**config.mk**
```make
export PLATFORM = sky130hd
export DESIGN_NAME = hazard_detection_unit
export DESIGN_NICKNAME = d
export VERILOG_FILES = /design/src/rtl/hazard_detection_unit.sv
export SDC_FILE = /design/constraint.sdc
export NUM_CORES = 1
export LEC_CHECK = 0
export BUFFER_PORTS_ARGS = -buffer_cell sky130_fd_sc_hd__buf_4
export CORE_AREA = 2 2 39 41
export DETAILED_ROUTE_END_ITERATION = 8
export DIE_AREA = 0 0 41 43
export PLACE_DENSITY = 0.8
export SYNTH_ARGS = -nofsm -noshare
export SYNTH_HDL_FRONTEND = slang
export SYNTH_SLANG_ARGS = --single-unit
```
**constraint.sdc**
```tcl
create_clock -name vclk -period 0.85
set_input_delay 0 -clock vclk [all_inputs]
set_output_delay 0 -clock vclk [all_outputs]
set_load 0.05 [all_outputs]
```
**src/rtl/hazard_detection_unit.sv**
```systemverilog
// Load-use hazard detector: stalls IF/ID and bubbles ID/EX when a load in ID
// writes a register that the instruction in IF reads.
// Latency: insert_nop is combinational, zero cycles. Backpressure: none, it is the stall source.
//
// Optional build macro: HAZARD_STATS_EN adds a saturating stall-cycle counter.
//
// Ports:
//   clk                 clock, used only by the optional counter
//   rst_n               asynchronous active-low reset; forces insert_nop low
//   opcode              opcode of the instruction in ID
//   reg_file_wr_addr    per-stage rd addresses (.ID used)
//   reg_file_rd_addr_1  per-stage rs1 addresses (.IF used)
//   reg_file_rd_addr_2  per-stage rs2 addresses (.IF used)
//   insert_nop          stall PC and IF/ID, inject bubble into ID/EX
//   hazard_count        cycles with insert_nop high (HAZARD_STATS_EN only)

package riscv_pkg;

  typedef enum logic [6:0] {
    OP_LOAD   = 7'b0000011,
    OP_FENCE  = 7'b0001111,
    OP_IMM    = 7'b0010011,
    OP_AUIPC  = 7'b0010111,
    OP_STORE  = 7'b0100011,
    OP_OP     = 7'b0110011,
    OP_LUI    = 7'b0110111,
    OP_BRANCH = 7'b1100011,
    OP_JALR   = 7'b1100111,
    OP_JAL    = 7'b1101111,
    OP_SYSTEM = 7'b1110011
  } RiscvOpcodes;

  typedef struct packed {
    logic [4:0] IF;
    logic [4:0] ID;
    logic [4:0] EX;
    logic [4:0] MEM;
    logic [4:0] WB;
  } PipeLineSignal_5;

endpackage

module hazard_detection_unit
  import riscv_pkg::*;
#(
  parameter int XLEN_CNT = 32
) (
  input  logic                clk,
  input  logic                rst_n,
  input  RiscvOpcodes         opcode,
  input  PipeLineSignal_5     reg_file_wr_addr,
  input  PipeLineSignal_5     reg_file_rd_addr_1,
  input  PipeLineSignal_5     reg_file_rd_addr_2,
`ifdef HAZARD_STATS_EN
  output logic [XLEN_CNT-1:0] hazard_count,
`endif
  output logic                insert_nop
);

  logic       is_load;
  logic       hazard;
  logic [4:0] rd;
  logic [4:0] rs1;
  logic [4:0] rs2;

  assign rd  = reg_file_wr_addr.ID;
  assign rs1 = reg_file_rd_addr_1.IF;
  assign rs2 = reg_file_rd_addr_2.IF;

  // An if-statement (rather than a ternary) makes an X/unknown opcode fall
  // through to the non-load branch in simulation, so the stall never asserts
  // unless the opcode really equals OP_LOAD.
  always_comb begin
    is_load = 1'b0;
    if (opcode == OP_LOAD) begin
      is_load = 1'b1;
    end
  end

  // rs2 is compared even for formats without rs2; the extra stall is safe.
  assign hazard     = is_load && (rd != 5'd0) && ((rs1 == rd) || (rs2 == rd));
  assign insert_nop = hazard && rst_n;

`ifdef HAZARD_STATS_EN
  always_ff @(posedge clk or negedge rst_n) begin
    if (!rst_n) begin
      hazard_count <= '0;
    end else if (insert_nop && (hazard_count != {XLEN_CNT{1'b1}})) begin
      hazard_count <= hazard_count + 1'b1;
    end
  end

  logic unused_fields;
  assign unused_fields = ^{reg_file_wr_addr.IF, reg_file_wr_addr.EX,
                           reg_file_wr_addr.MEM, reg_file_wr_addr.WB,
                           reg_file_rd_addr_1.ID, reg_file_rd_addr_1.EX,
                           reg_file_rd_addr_1.MEM, reg_file_rd_addr_1.WB,
                           reg_file_rd_addr_2.ID, reg_file_rd_addr_2.EX,
                           reg_file_rd_addr_2.MEM, reg_file_rd_addr_2.WB};
`else
  // Without the counter the clock has no load.
  logic unused_fields;
  assign unused_fields = ^{clk,
                           reg_file_wr_addr.IF, reg_file_wr_addr.EX,
                           reg_file_wr_addr.MEM, reg_file_wr_addr.WB,
                           reg_file_rd_addr_1.ID, reg_file_rd_addr_1.EX,
                           reg_file_rd_addr_1.MEM, reg_file_rd_addr_1.WB,
                           reg_file_rd_addr_2.ID, reg_file_rd_addr_2.EX,
                           reg_file_rd_addr_2.MEM, reg_file_rd_addr_2.WB};
`endif

endmodule

```
## Word-level counts from Yosys, hierarchy flattened

Cells that the tools add are included.

- Register bits: 0
- Output and inout port bits: 1

- Equal/unequal tests: 3
- Muxes and demuxes: 1
- Reduce and logical (&&, ||, !) cells: 5

Operator list:

| kind | number |
|---|---|
| 5-bit equality test | 2 |
| 7-bit by 2-bit equality test with 1-bit output (second input constant) | 1 |
| 5-bit nonzero test | 1 |
| 1-bit logical AND | 3 |
| 1-bit logical OR | 1 |
| 1-bit two-way mux | 1 |

## Logic depth before layout (Yosys ltp)

- Depth in word-level cells: 5
- Depth in mapped cells: 4
- Mapped depth without buffers: 4

## Worst setup path after synthesis

No wires, ideal clock.

- Kind: input -> output
- Start point: input port reg_file_wr_addr[18] in the netlist's numbering
- End point: output port insert_nop
- Arrival: 1.206 ns
- Setup slack: -0.356 ns
- Cell stages on the path: 4
- Buffers on the path: 0
- Path through: xor2_1 -> nor3_1 -> nand3_1 -> a221oi_2

- Word-level cells in the longest chain between the ends: 4
- Elaborated cells between the ends (all ways): 7
- Those cells by class: 2 x eq/ne; 5 x reduce/logical

Ends and longest elaborated chain:

| element | RTL line | source |
|---|---|---|
| start, declared | 51 | `input PipeLineSignal_5 reg_file_wr_addr,` |
| 5-bit equality test or 5-bit nonzero test (tied branches) | 81 | `assign hazard = is_load && (rd != 5'd0) && ((rs1 == rd) \|\| (rs2 == rd));` |
| 1-bit logical OR or 1-bit logical AND (tied branches) | 81 |  |
| 1-bit logical AND (*) | 81 |  |
| 1-bit logical AND (*) | 82 | `assign insert_nop = hazard && rst_n;` |
| end, declared | 57 | `output logic insert_nop` |

Mark *: on every way between the ends. The rest lies on a longest branch, timed or not.

## Final worst setup path

- Start point: input port reg_file_wr_addr[19] in the netlist's numbering
- End point: output port insert_nop

The elaborated chain is that of the path after synthesis.

==> results.toml <==
[global_routing]
track_usage_pct = 6.39
grt_max_degree = 4
gr-total-overflow = 0
grt_pass1_wl_um = 793
grt_pass1_vias = 245
antenna_found_initial = 0

[layout]
clkbuf_count = 0
drive_gt1_share_pct = 61.7
post-route-util_pct = 30.2
fin_nets = 133
area_growth_pct = 178
antenna_cells = 0
design.seq.count = 0
stdcell_area_sq_um = 418
seq_area_sq_um = 0
final_cells = 63

[pwr]
pwr_density_cell_mw_per_mm2 = 412
power_frac_clock_pct = 0
internal_power_mw = 0.116
power_frac_comb_pct = 100.0
p_sw_mw = 0.0561
swShare_pct = 32.6
peakVddDrop_mv = 0.104
p_leak_nw = 0.184
seqPwrFrac_pct = 0

[routing]
detail-route-antenna-nets = 0
avgRoutedWirePerCell_um = 9.17
drc = 0
route.met2.wl_um = 297
drt_wl_total_um = 578
met3_length_um = 108
dr.pass1.iters = 1
dr.first_iter.drc_count = 0
top_layer_used = "met3"
met1_length_um = 171
vias_per_cell = 4.06
num_vias = 256

[floorplan]
die_area_sq_mm = 0.00176
fp.dieW_um = 41
dieHeight_um = 43
rows = 14
num_io_pins = 85
start_util_pct = 10.8
coreArea_sq_mm = 0.00138

[setup_path]
cp.arrival_ps = 1070
path_buf_inv = 2
slowest_stage = "a221oi_4"
crit_required_ps = 850
path_max_fanout = 3
path_common_cell = "buf_6"
path_cells = "buf_6 -> xor2_1 -> nor3_1 -> nand3_1 -> a221oi_4 -> buf_6"
path_class = "input port to primary output"
critPathCaptureType = "primary output"
crit_path_start_kind = "input port"
cpLargestDelayFamily = "simple AND/OR/NAND/NOR gates"
max_stage_delay_ps = 300

[timing]
fin_crit_sh_pct = 125
setup_ws_ps = -216
rsz0062_at_grt = "yes"
worst-slew-pin-transition_ps = 270
drv_slew = 0
hold_violations = 0
setup_viol = 1
fin_setup_tns_ps = -216
period_minus_slack_ps = 1070
max_freq_ghz = 0.938
hold_slack_ps = 416
relSlewSlack_pct = 81.8

[yosys]
synth_top_cell_by_area = "xor2_1"
syn_area_per_cell_sq_um = 7.51
syn-num-nets = 104
ys_types = 8
synth_commonest_cells = "xor2_1 (6), xnor2_1 (4), nor3_1 (3)"
yosys_warnings = 0
yosysTopAreaCellShare_pct = 35.0
yosysMostFrequentCell = "xor2_1"
synth.cell_area_sq_um = 150
ys_top_cells_by_area = "xor2_1 (35%), xnor2_1 (23%), nor3_1 (10%)"
synth_seq_area_share_pct = 0
syn_inst = 20

[status]
outcome = "complete, but fails checks"
violations = "setup timing"

[placed_design]
numPortBuffers = 24
globalplace.congestion = 0.586
dpl.hpwl_um = 537
dpl_cell_area_sq_um = 384
placed_cells = 63

[min_path]
min_path_type = "input port to primary output"

[clock_tree]
ctsHoldBuffers = 0

[job]
maxCapViolCount = 0
-- logic make-up (layout without fill, tap and decap cells) --
logic type / count (synthesis) / count (layout) / synth area share, %
buffers and inverters: 0 / 27 / 0
and+or+nand+nor: 9 / 9 / 31.7
AOI/OAI and AO/OA: 1 / 1 / 10.0
xor gates and xnor gates: 10 / 10 / 58.3
-- per-stage QoR --
stage                     total power [mW]  worst slack [ps]
after global routing                 0.186              -302
after detailed placement             0.160              -267
final                                0.172              -216
after global placement               0.157              -256
after floorplan                     0.0491              -180
after CTS                            0.171              -212
-- cells in the final DEF (no fill, tap or decap) --
cell type	n
buf_4	20
buf_6	7
xnor2_1	4
a221oi_4	1
nand3_1	2
nor2_1	2
xor2_2	1
nor4b_1	1
nor3_1	3
xor2_1	5
nand4_1	1
-- layout make-up --
| type | instances | area, sq um |
|---|---|---|
| Fill cell | 154 | 966 |
| Timing Repair Buffer | 27 | 229 |
| Multi-Input combinational cell | 20 | 169 |
| Tap cell | 16 | 20.0 |
-- worst paths after layout --
path | startpoint | end | slack, ps | depth (start not counted)
worst max-delay path | reg_file_wr_addr[19] | insert_nop | -220 | 6
worst min-delay path | opcode[0] | insert_nop | 420 | 4
-- metal layers --
layer  vias up  GRT usage [%]
met2        20           15.3
met4         0              0
met1       111           3.48
met3         0           2.09
li1        125              -
met5         -              0
-- repair_timing --
item / CTS / global route
cloned: 0 / 0
endpoints found under the setup margin: 1 / 1
buffers inserted: 0 / 0
pin swaps: 5 / 4
gates resized for setup: 6 / 2
-- worst min-delay path, cell delays in order --
cell and delay [ps]:
buf_4 110, nand4_1 110, a221oi_4 40, buf_6 150
-- power groups by stage --
stage	Clock, mW	Sequential, mW	Combinational, mW
2_1_floorplan	0	0	0.0491
3_3_place_gp	0	0	0.157
3_5_place_dp	0	0	0.160
4_1_cts	0	0	0.171
5_1_grt	0	0	0.186
6_report	0	0	0.172
Note: power is estimated with default switching activity, not from simulation.
